### src/rtl/vga_pkg.sv
// Shared definitions for the VGA frame path.
//   IMG_W_DEF / IMG_H_DEF : default frame geometry (pixels per line, lines)
//   PIX_W                 : RGB444 pixel width
//   pkt_state_e           : frame_packetizer FSM state encoding
package vga_pkg;
   localparam int IMG_W_DEF = 160;
   localparam int IMG_H_DEF = 120;
   localparam int PIX_W     = 12;

   typedef enum logic [1:0] {
      ST_IDLE   = 2'd0,
      ST_STREAM = 2'd1,
      ST_DRAIN  = 2'd2
   } pkt_state_e;
endpackage

### src/rtl/pix_skid_fifo.sv
// Two-entry pixel FIFO sitting between the frame-buffer read port and the
// VGA stage.
//   push/push_data : write one pixel (ignored when full)
//   pop            : remove the head pixel (ignored when empty)
//   head_data      : current head pixel
//   full/empty     : occupancy flags
//   count          : number of stored pixels (0..2)
module pix_skid_fifo
   import vga_pkg::*;
#(
   parameter int W = PIX_W
) (
   input  logic         clk,
   input  logic         reset_n,
   input  logic         push,
   input  logic [W-1:0] push_data,
   input  logic         pop,
   output logic [W-1:0] head_data,
   output logic         full,
   output logic         empty,
   output logic [1:0]   count
);
   logic [W-1:0] mem_q [2];
   logic [W-1:0] mem_d [2];
   logic         wr_ptr_q, wr_ptr_d;
   logic         rd_ptr_q, rd_ptr_d;
   logic [1:0]   count_q, count_d;
   logic         do_push, do_pop;

   assign full      = (count_q == 2'd2);
   assign empty     = (count_q == 2'd0);
   assign count     = count_q;
   assign head_data = mem_q[rd_ptr_q];

   // Pushing is blocked when full, so a push never lands on the entry being
   // popped in the same cycle.
   always_comb begin
      mem_d    = mem_q;
      wr_ptr_d = wr_ptr_q;
      rd_ptr_d = rd_ptr_q;
      do_push  = push & ~full;
      do_pop   = pop & ~empty;
      if (do_push) begin
         mem_d[wr_ptr_q] = push_data;
         wr_ptr_d        = ~wr_ptr_q;
      end
      if (do_pop) rd_ptr_d = ~rd_ptr_q;
      count_d = 2'(count_q + {1'b0, do_push} - {1'b0, do_pop});
   end

   always_ff @(posedge clk or negedge reset_n) begin
      if (!reset_n) begin
         mem_q[0] <= '0;
         mem_q[1] <= '0;
         wr_ptr_q <= 1'b0;
         rd_ptr_q <= 1'b0;
         count_q  <= 2'd0;
      end else begin
         mem_q    <= mem_d;
         wr_ptr_q <= wr_ptr_d;
         rd_ptr_q <= rd_ptr_d;
         count_q  <= count_d;
      end
   end
endmodule

### src/rtl/frame_packetizer.sv
// Streams one frame out of a frame buffer to the VGA pixel-filter stage.
//   start              : request one frame (ignored while busy)
//   busy               : frame in progress
//   mem_addr/mem_rd    : frame-buffer read port, data returns 1 cycle later
//   mem_data           : returned RGB444 pixel
//   vga_ready          : downstream can accept a pixel
//   out_data/out_valid : pixel stream, transfer when valid & ready
//   start_p/end_p      : first / last pixel markers, qualified by out_valid
//   frame_done         : one-cycle pulse after the last transfer
module frame_packetizer
   import vga_pkg::*;
#(
   parameter int IMG_W  = IMG_W_DEF,
   parameter int IMG_H  = IMG_H_DEF,
   parameter int ADDR_W = 15
) (
   input  logic              clk,
   input  logic              reset_n,
   input  logic              start,
   output logic              busy,
   output logic [ADDR_W-1:0] mem_addr,
   output logic              mem_rd,
   input  logic [PIX_W-1:0]  mem_data,
   input  logic              vga_ready,
   output logic [PIX_W-1:0]  out_data,
   output logic              out_valid,
   output logic              start_p,
   output logic              end_p,
   output logic              frame_done
);
   localparam int NPIX  = IMG_W * IMG_H;
   localparam int CNT_W = $clog2(NPIX + 1);
   localparam logic [CNT_W-1:0] TOTAL = CNT_W'(NPIX);
   localparam logic [CNT_W-1:0] LAST  = CNT_W'(NPIX - 1);

   pkt_state_e       state_q, state_d;
   logic [CNT_W-1:0] rd_cnt_q, rd_cnt_d;      // reads issued this frame
   logic [CNT_W-1:0] xfer_cnt_q, xfer_cnt_d;  // pixels transferred this frame
   logic             inflight_q;              // read issued last cycle
   logic             frame_done_q, frame_done_d;

   logic             fifo_full, fifo_empty;
   logic [1:0]       fifo_count;
   logic             xfer, rd_ok;
   logic [2:0]       occ;

   assign out_valid  = ~fifo_empty;
   assign xfer       = out_valid & vga_ready;
   assign busy       = (state_q != ST_IDLE);
   assign mem_addr   = ADDR_W'(rd_cnt_q);
   assign start_p    = out_valid & (xfer_cnt_q == '0);
   assign end_p      = out_valid & (xfer_cnt_q == LAST);
   assign frame_done = frame_done_q;

   // Occupancy seen at the end of this cycle: stored pixels plus the read
   // returning now, minus the pixel leaving now. A new read is allowed only
   // if it still leaves room for its own return, which keeps full-rate
   // streaming while never overrunning the two entries.
   assign occ   = 3'({1'b0, fifo_count} + {2'b0, inflight_q} - {2'b0, xfer});
   assign rd_ok = (occ < 3'd2) && (rd_cnt_q != TOTAL) && !(fifo_full && !xfer);

   pix_skid_fifo #(.W(PIX_W)) u_fifo (
      .clk       (clk),
      .reset_n   (reset_n),
      .push      (inflight_q),
      .push_data (mem_data),
      .pop       (xfer),
      .head_data (out_data),
      .full      (fifo_full),
      .empty     (fifo_empty),
      .count     (fifo_count)
   );

   always_comb begin
      state_d      = state_q;
      mem_rd       = 1'b0;
      frame_done_d = 1'b0;
      case (state_q)
         ST_IDLE: begin
            // Issue the first read in the start cycle so pixel 0 is at the
            // FIFO head two cycles later.
            if (start) begin
               mem_rd  = rd_ok;
               state_d = ST_STREAM;
            end
         end
         ST_STREAM: begin
            mem_rd = rd_ok;
            if ((rd_ok && rd_cnt_q == LAST) || rd_cnt_q == TOTAL)
               state_d = ST_DRAIN;
         end
         ST_DRAIN: begin
            if (xfer && xfer_cnt_q == LAST) begin
               state_d      = ST_IDLE;
               frame_done_d = 1'b1;
            end
         end
         default: state_d = ST_IDLE;
      endcase
      rd_cnt_d   = rd_cnt_q + {{(CNT_W-1){1'b0}}, mem_rd};
      xfer_cnt_d = xfer_cnt_q + {{(CNT_W-1){1'b0}}, xfer};
      if (frame_done_d) begin
         rd_cnt_d   = '0;
         xfer_cnt_d = '0;
      end
   end

   always_ff @(posedge clk or negedge reset_n) begin
      if (!reset_n) begin
         state_q      <= ST_IDLE;
         rd_cnt_q     <= '0;
         xfer_cnt_q   <= '0;
         inflight_q   <= 1'b0;
         frame_done_q <= 1'b0;
      end else begin
         state_q      <= state_d;
         rd_cnt_q     <= rd_cnt_d;
         xfer_cnt_q   <= xfer_cnt_d;
         inflight_q   <= mem_rd;
         frame_done_q <= frame_done_d;
      end
   end
endmodule

### config.mk
export PLATFORM = sky130hd
export DESIGN_NAME = frame_packetizer
export DESIGN_NICKNAME = d
export VERILOG_FILES = /design/src/rtl/vga_pkg.sv /design/src/rtl/pix_skid_fifo.sv /design/src/rtl/frame_packetizer.sv
export SDC_FILE = /design/constraint.sdc
export NUM_CORES = 1
export LEC_CHECK = 0
export BUFFER_PORTS_ARGS = -buffer_cell sky130_fd_sc_hd__clkbuf_2
export CORE_MARGIN = 1.5
export CORE_UTILIZATION = 44
export CTS_BUF_LIST = sky130_fd_sc_hd__clkbuf_2 sky130_fd_sc_hd__clkbuf_4 sky130_fd_sc_hd__clkbuf_8
export DETAILED_ROUTE_END_ITERATION = 16
export MAX_ROUTING_LAYER = met4
export PLACE_DENSITY = 0.66
export SLEW_MARGIN = 20
export SYNTH_ARGS = -nofsm -noshare
export SYNTH_HDL_FRONTEND = slang
export SYNTH_SLANG_ARGS = --single-unit
### constraint.sdc
create_clock -name clk -period 4.02 [get_ports clk]
set_clock_uncertainty 0.15 [all_clocks]
set_input_delay 0.402 -clock clk [delete_from_list [all_inputs] [get_ports clk]]
set_output_delay 0.402 -clock clk [all_outputs]
set_load 0.01 [all_outputs]
### Yosys cells after proc, flatten, opt, wreduce, memory -nomap -nowiden

Index checks and enable logic that the tools add are counted.

* $lt $le $gt $ge: 4
* mux-type cells: 16
* equality and inequality tests: 10
* add/subtract/negate cells: 6
* reduce and logical (&&, ||, !) cells: 14
* bitwise operators: 11

Operators by type and width (count)
* two-way mux 12 bit: 4
* == test 15 bit, second input constant: 3
* adder 15 x 1 -> 15 bit: 2
* two-way mux 15 bit: 2
* bitwise mux 24 bit: 1
* logical NOT 15 bit: 1
* inequality test 15 bit, second input constant: 1
* demux 12 bit (select 1 bit): 1
* logical AND 1 bit: 6
* two-way mux 2 bit: 3
* inequality test 2 bit, second input constant: 3
* one-hot mux 2 bit (3 select lines): 1
* bitwise AND 1 bit: 5
* == test 2 bit, second input constant: 2
* >= comparator 2 bit, second input constant: 2
* logical NOT 2 bit: 2
* inverter 1 bit: 4
* inverter 1 -> 2 bit: 2
* adder 2 x 1 -> 3 bit: 1
* less-than comparator 3 x 2 -> 1 bit, second input constant: 1
* two-way mux 1 bit: 3
* AND reduction 3 bit: 1
* subtractor 3 x 1 -> 3 bit: 1
* adder 2 x 1 -> 2 bit: 1
* other kinds (7): 8

* output and inout port bits: 33
* register bits: 62
* word-level logic and storage cells: 71

### Logic depth before layout (Yosys ltp)

Gate-level depths: netlist (run 1).

* depth after elaboration: 11
* depth in mapped cells: 15

### By module

A second synthesis (run 1) with hierarchy kept.

* cell total of the unflattened synthesis: 259
* area total of the unflattened synthesis: 3134.3 um^2

By module, submodules not included
* frame_packetizer: area each 1796.7 um^2, times used 1, cells each 178, seq. area each 850.8 um^2
* pix_skid_fifo: area each 1337.5 um^2, times used 1, cells each 81, seq. area each 700.7 um^2

### Worst setup path after synthesis (run 1)

Ideal clock, no wire load.

* path type: flip-flop to flip-flop
* from: reg u_fifo.count_q[1] (netlist: u_fifo.count[1])
* to: reg rd_cnt_q[13] (netlist: mem_addr[13])
* path slack: 0.266 ns
* cell stages (with the launch flop): 14
* data arrival time: 3.531 ns
* setup time: 0.073 ns
* period minus slack after synthesis: 3.754 ns
* data required time: 3.797 ns
* cell sequence: dfrtp_1 > o21a_1 > buf_2 > ha_1 > inv_1 > nand2_1 > fa_1 > o21ai_0 > nor3_1 > ha_1 > nand2_1 > or3_4 > or4_4 > a21oi_2

* longest elaborated chain between the ends: 11

RTL lines
* start: declaration: RTL line pix_skid_fifo.sv:27 `logic [1:0] count_q, count_d;`
* start signal: assignment: RTL line pix_skid_fifo.sv:62 `count_q <= count_d;`
* branches (longest 6 deep; another with adder 2 x 1 -> 3 bit)
* logical AND 1 bit *: RTL line frame_packetizer.sv:60 `assign rd_ok = (occ < 3'd2) && (rd_cnt_q != TOTAL) && !(fifo_full && !xfer);`
* two-way mux 1 bit: RTL line frame_packetizer.sv:82 `if (start) begin`
* one-hot mux 1 bit (2 select lines) *: RTL line frame_packetizer.sv:78 `case (state_q)`
* net mem_rd: RTL line frame_packetizer.sv:22 `output logic mem_rd,`
* adder 15 x 1 -> 15 bit *: RTL line frame_packetizer.sv:100 `rd_cnt_d = rd_cnt_q + {{(CNT_W-1){1'b0}}, mem_rd};`
* two-way mux 15 bit *: RTL line frame_packetizer.sv:102 `if (frame_done_d) begin`
* net rd_cnt_d[13]: RTL line frame_packetizer.sv:37 `logic [CNT_W-1:0] rd_cnt_q, rd_cnt_d;`
* end signal: assignment: RTL line frame_packetizer.sv:117 `rd_cnt_q <= rd_cnt_d;`
* end: declaration: RTL line frame_packetizer.sv:37

Mark *: on every way through the listed nets, which the timed path passes.
A chain may end at the register's enable or synchronous reset.

### Final worst setup path (run 1)

* from: reg u_fifo.count_q[1] (netlist: u_fifo.count[1])
* to: reg rd_cnt_q[13] (netlist: mem_addr[13])

* longest elaborated chain between the ends: 11

RTL lines (RTL line)
* branches (longest 10 deep; another with adder 15 x 1 -> 15 bit)
* two-way mux 15 bit *: frame_packetizer.sv:102
* net rd_cnt_d[13]: frame_packetizer.sv:37

Marks and branches as above.

==> flow_summary.ini, run 1 <==
[clock_tree]
cts_inserted_buffers = 9
clk_pin_slew_ns = 0.07
cts_tree = built
htreeDepth = 3
clk_path_buf_depth = 2
cts_sinks = 62
cts-root-buf = clkbuf_8
post_cts_resized = 0
clock_latency_ns = 0.35
cts_hold_repair.buffers = 0
post_cts_buffers = 0

[layout]
stdcell_area_mm2 = 0.00351
regArea_mm2 = 0.00155
layout-drive-gt1-share = 0.356
layoutNonFillerInstCount = 392
fillers = 587
most-common-layout-cells = dfrtp_1 (62), clkbuf_2 (47), mux2_2 (36)
multi_input_area_mm2 = 0.00136
area_delta_synth_final_pct = 17.7
final_nets = 333
num_antenna_cells = 0
post-route-util = 0.543
final_common_cell = dfrtp_1

[routing]
detail_route.vias_per_cell = 5.26
wl_per_cell_um = 14.4
drt_iter0_drc = 92
dr.pass1.iters = 13
drc = 4
num_vias = 2060
ant_nets = 0
finalWirelength_um = 5650

[floorplan]
die_w_um = 85.3
dieArea_mm2 = 0.00728
start_util = 0.462
dieHeight_um = 85.3
io_pins = 49
core-area_mm2 = 0.00646
placementRows = 29

[timing]
maxSlewViolCount = 0
fin_crit_ns = 3.71
finalCritPeriodShare = 0.923
rsz0062_at_grt = no
slew_headroom = 0.292
setup_viol = 0
timing.fmax_ghz = 0.269
whs_ns = 0.0329
hold_violations = 0
fin_tns_setup_ns = 0
worst_slew_pin_slew_ns = 1.06

[power]
combPwrFrac = 0.335
power.net_switching_mw = 0.790
leakage_nw = 1.63
clkPwrFrac = 0.237
switching_share = 0.331
p_int_mw = 1.60
power.share.sequential = 0.428
ir_drop_uv = 329
power-per-cell-area_mw_per_mm2 = 681

[synthesis]
async_flop_share = 1.00
syn_inst = 256
yosys_most_used_dff = dfrtp_1
yosysWarnings = 0
syn_nets = 279
seq_area_frac_synth = 0.520
syn-cell-area_mm2 = 0.00298
synth-seq-cells = 62
avgSynthCellArea_um2 = 11.6
synth_cell_types = 41
synth_edf_count = 0

[critical_path]
path_cells = o21a_1 -> ha_1 -> inv_1 -> nand2_1 -> fa_1 -> o21ai_0 -> nor3_1 -> ha_1 -> nand2_1 -> or3_4 -> or4_4 -> a21oi_2
start_kind = flop
crit_required_ns = 4.15
path_delay_family = simple AND/OR/NAND/NOR gates
cp.arrival_ns = 3.84
cp-end-kind = flop
critical_path_class = flop to flop
crit_slowest_cell = or4_4
path_buf_inv = 1
reg2reg_depth = 12
r2r-start = u_fifo.count[1]
slowest_delay_ns = 0.52
crit_fanout = 7
reg2reg_to = mem_addr[13]
ff2ff_setup_slack_ns = 0.31

[grt]
grt_pass1_vias = 1948
grt_pass1_wl_um = 9440
antenna_found_initial = 0
track_usage = 0.176
grt_max_degree = 41
grt-ovfl-total = 0

[run_status]
violations = design-rule violations
outcome = finished, violations left

[job]
max_cap_violations = 0

[place]
dp_cells = 376
gp_congestion = 0.796
placed_area_mm2 = 0.00330
hpwlAfterDp_um = 3930
portBuffers = 48

[min_path]
hold_class = primary input to asynchronous set/reset pin
## worst register-to-register path: stages, from the launching register on
cell	delay [ns]
dfrtp_1	0.47
o21a_1	0.32
ha_1	0.28
inv_1	0.07
nand2_1	0.07
fa_1	0.48
o21ai_0	0.10
nor3_1	0.22
ha_1	0.28
nand2_1	0.14
or3_4	0.43
or4_4	0.52
a21oi_2	0.13
## state kept, by name, summed over array words and instances (netlist names)
register / flops
u_fifo.mem_q: 24
mem_addr: 15
xfer_cnt_q: 15
state_q: 2
u_fifo.count: 2
frame_done: 1
inflight_q: 1
u_fifo.rd_ptr_q: 1
u_fifo.wr_ptr_q: 1
## metal layers
layer | share of wire | GRT usage
met4 | 0.014 | 0.0806
met2 | 0.45 | 0.249
met1 | 0.48 | 0.229
met3 | 0.054 | 0.0603
met5 | 0 | -
## stage by stage
step           worst slack (ns)  power [mW]
6_report                  0.308        2.39
5_1_grt                  0.0733        2.56
4_1_cts                   0.286        2.43
3_5_place_dp              0.264        1.85
3_3_place_gp              0.369        1.82
2_1_floorplan             0.266        1.57
## power groups by stage
stage / clock, mW / combinational [mW] / sequential [mW]
2_1_floorplan: 0 / 0.578 / 0.987
3_3_place_gp: 0 / 0.797 / 1.03
3_5_place_dp: 0 / 0.813 / 1.03
4_1_cts: 0.589 / 0.818 / 1.02
5_1_grt: 0.615 / 0.889 / 1.06
6_report: 0.566 / 0.802 / 1.02
## how the worst max path moves through the flow
| stage | start | endpoint | slack, ns | depth (start not counted) |
|---|---|---|---|---|
| after floorplan | u_fifo.count[1] | mem_addr[13] | 0.27 | 13 |
| after global placement | vga_ready | mem_addr[13] | 0.37 | 13 |
| after detailed placement | vga_ready | mem_addr[13] | 0.26 | 14 |
| after CTS | u_fifo.count[1] | mem_addr[13] | 0.29 | 12 |
| after global routing | u_fifo.count[1] | mem_addr[13] | 0.07 | 13 |
| final | u_fifo.count[1] | mem_addr[13] | 0.31 | 12 |
## kinds of logic (layout without fill, tap and decap cells)
logic type,Yosys count,in the layout,synth area share
buffers and inverters,16,75,0.0235
flip-flops,62,62,0.520
multiplexers,36,36,0.136
AND/OR/NAND/NOR,93,93,0.173
XOR/XNOR,28,28,0.0823
adder cells (fa/ha/maj),7,7,0.0319
AO/OA/AOI/OAI,14,14,0.0327
## final cells by class
cell class                 count  share of cell area
sequential                    62               0.442
multi-input combinational    178               0.388
timing repair buffer          51              0.0749
clock buffer                  11              0.0432
tap                           77              0.0275
clock inverter                 5              0.0160
inverter                       8             0.00856
## synth_stat cells (all sizes together), types with 4 or more instances
cell / count / area, µm²
a21oi: 4 / 23.8
buf: 6 / 32.5
dfrtp: 62 / 1550
ha: 6 / 75.1
inv: 8 / 30.0
mux2: 36 / 405
nand2: 12 / 45.0
nand3: 11 / 60.1
nand4: 10 / 62.6
nor2: 26 / 97.6
nor3: 4 / 20.0
nor4: 11 / 90.1
xnor2: 19 / 166
xor2: 9 / 78.8
Power figures use the tool's default switching activity.
==> run 2, diff against run 1 <==
Settings changed: ABC_AREA from default to 1, CORE_MARGIN 1.5 to 1, PLACE_DENSITY 0.66 to 0.65.
==> run 2 against run 1 <==
  * The flow now finishes without violations
  * Critical endpoint is now mem_addr[12]
  * Highest routed layer unchanged
  * Power is 2.6% higher
  * Core utilization is 1.8 points lower
  * Non-clock buffer count is 2 lower
  * Critical path depth is 8 higher
  * Register-to-register slack better by 0.097 ns
  * Global-route usage is 3.0 points higher
  * Largest cell class unchanged
  * First-iteration DRC count is 18% higher
  * Wire length is 27% higher
  * Count of clock-buffer cells in the layout stayed put
==> flow_summary.ini, run 2 <==
[layout]
most-common-layout-cells = nand2_1 (135), inv_1 (68), dfrtp_1 (62)
stdcell_area_mm2 = 0.00381
area_delta_synth_final_pct = 15.4
final_nets = 510
layout-drive-gt1-share = 0.161
largest_reg_flops = 24
num_antenna_cells = 0
final_common_cell = nand2_1
largest-register = u_fifo.mem_q

[synthesis]
synth_top_area_frac = 0.470
synth_common_cells = nand2_1 (135), inv_1 (68), dfrtp_1 (62)
avgSynthCellArea_um2 = 7.59
yosys.area.top_type = dfrtp_1
synth_area_leaders = dfrtp_1 (47%), nand2_1 (15%), inv_1 (7.7%)
syn-cell-area_mm2 = 0.00330
syn_nets = 458
syn_inst = 435
yosys_most_used_dff = dfrtp_1
synth_most_common_cell = nand2_1
synth_edf_count = 0
seq_area_frac_synth = 0.470
synth_cell_types = 28
synth-seq-cells = 62
async_flop_share = 1.00
yosysWarnings = 0

[place]
hpwlAfterDp_um = 5160
gp_congestion = 0.872
portBuffers = 48
placed_area_mm2 = 0.00362

[clock_tree]
cts_sinks = 62
post_cts_buffers = 0
htreeDepth = 3
cts_hold_repair.buffers = 0
clk_pin_slew_ns = 0.07
post_cts_resized = 0
cts_tree = built
cts_inserted_buffers = 9
clock_latency_ns = 0.34
clk_path_buf_depth = 2
cts-root-buf = clkbuf_8

[grt]
grt_pass1_wl_um = 11800
antenna_found_initial = 0
grt_pass1_vias = 2496
grt-ovfl-total = 0
track_usage = 0.206
grt_max_degree = 40

[routing]
num_vias = 2820
ant_nets = 0
detail_route.vias_per_cell = 4.78
dr.pass1.iters = 5
drc = 0
finalWirelength_um = 7150
drt_iter0_drc = 109
wl_per_cell_um = 12.1

[power]
power.net_switching_mw = 0.959
combPwrFrac = 0.355
p_int_mw = 1.49
power.share.sequential = 0.423
ir_drop_uv = 266
power-per-cell-area_mw_per_mm2 = 643
clkPwrFrac = 0.222
switching_share = 0.391
leakage_nw = 2.12

[timing]
fin_crit_ns = 3.61
maxSlewViolCount = 0
slew_headroom = 0.418
fin_tns_setup_ns = 0
finalCritPeriodShare = 0.899
rsz0062_at_grt = no
hold_violations = 0
setup_viol = 0
worst_slew_pin_slew_ns = 0.873
timing.fmax_ghz = 0.277

[job]
max_cap_violations = 0

[critical_path]
path_cells = inv_2 -> nand2_4 -> nand2_4 -> inv_2 -> ha_1 -> inv_1 -> nand2_1 -> fa_1 -> xnor2_1 -> nand2_1 -> nor2_1 -> nand2_1 -> a21oi_1 -> ha_1 -> ha_1 -> nand2_1 -> nor2_1 -> nand3_1 -> xor2_1 -> nor2_1
crit_required_ns = 4.09
slowest_delay_ns = 0.45
critical_path_class = flop to flop
path_common_cell = nand2_1
cp.arrival_ns = 3.69
start_kind = flop
crit_slowest_cell = dfrtp_1
cp-end-kind = flop
crit_fanout = 5

[min_path]
hold_class = primary input to asynchronous set/reset pin

[run_status]
outcome = completed

[floorplan]
io_pins = 49
dieArea_mm2 = 0.00785
die_w_um = 88.6
placementRows = 31
start_util = 0.455
dieHeight_um = 88.6
core-area_mm2 = 0.00725
==> run 2: per-layer routing <==
layer	part of all wire	global-route usage
met5	0	-
met2	0.47	0.325
met3	0.041	0.0345
met4	0.0076	0.0880
met1	0.48	0.262
==> run 2: power groups by stage <==
stage	Combinational (mW)	Clock (mW)	Sequential (mW)
CTS	0.883	0.562	1.03
global route	1.01	0.592	1.06
finish	0.870	0.545	1.04
global placement	0.866	0	1.04
detailed placement	0.879	0	1.04
floorplan	0.626	0	0.998
==> run 2: path summary, 6_finish.rpt <==
check	from	to	slack, ns	cells past startpoint
max	u_fifo.count[1]	mem_addr[12]	0.41	20
min	reset_n	u_fifo.mem_q[6]	0.03	1
max reg2reg	u_fifo.count[1]	mem_addr[12]	0.41	20
min reg2reg	u_fifo.mem_q[6]	u_fifo.mem_q[6]	0.34	2
max in group asynchronous	reset_n	xfer_cnt_q[9]	2.83	2
min in group clk	mem_data[4]	u_fifo.mem_q[16]	0.15	3
==> run 2: layout make-up <==
| cell class | count | area, µm² |
|---|---|---|
| multi-input combinational | 294 | 1430 |
| sequential | 62 | 1550 |
| clock inverter | 4 | 47.5 |
| tap | 99 | 124 |
| inverter | 71 | 267 |
| fill | 724 | 3440 |
| clock buffer | 11 | 145 |
| timing repair buffer | 49 | 248 |
==> run 2: logic make-up (layout without fill, tap and decap cells) <==
group	after synthesis	count (layout)	share of synthesized area
buf+inv	79	135	0.0974
simple gates	238	238	0.308
compound gates	32	32	0.0508
flops	62	62	0.470
xor+xnor	17	17	0.0451
fa+ha+maj	7	7	0.0288
==> run 2: worst max-delay path: cells and delay by family (launching register included) <==
family          cells  cell delay, ns
buf+inv             3            0.26
xor+xnor            2            0.33
flops               1            0.45
simple gates       10            1.01
fa+ha+maj           4            1.08
compound gates      1            0.23
==> run 2: per-stage QoR <==
stage / setup slack [ns] / power [mW] / utilization / hold slack (ns) / instances
floorplan: 0.681 / 1.62 / - / -0.0436 / 435
global placement: 0.624 / 1.90 / 0.499 / 0.319 / 575
detailed placement: 0.415 / 1.92 / 0.499 / 0.323 / 575
CTS: 0.396 / 2.48 / 0.525 / 0.0999 / 590
global route: 0.0390 / 2.66 / 0.525 / 0.115 / 590
finish: 0.406 / 2.45 / 0.525 / 0.0309 / 590
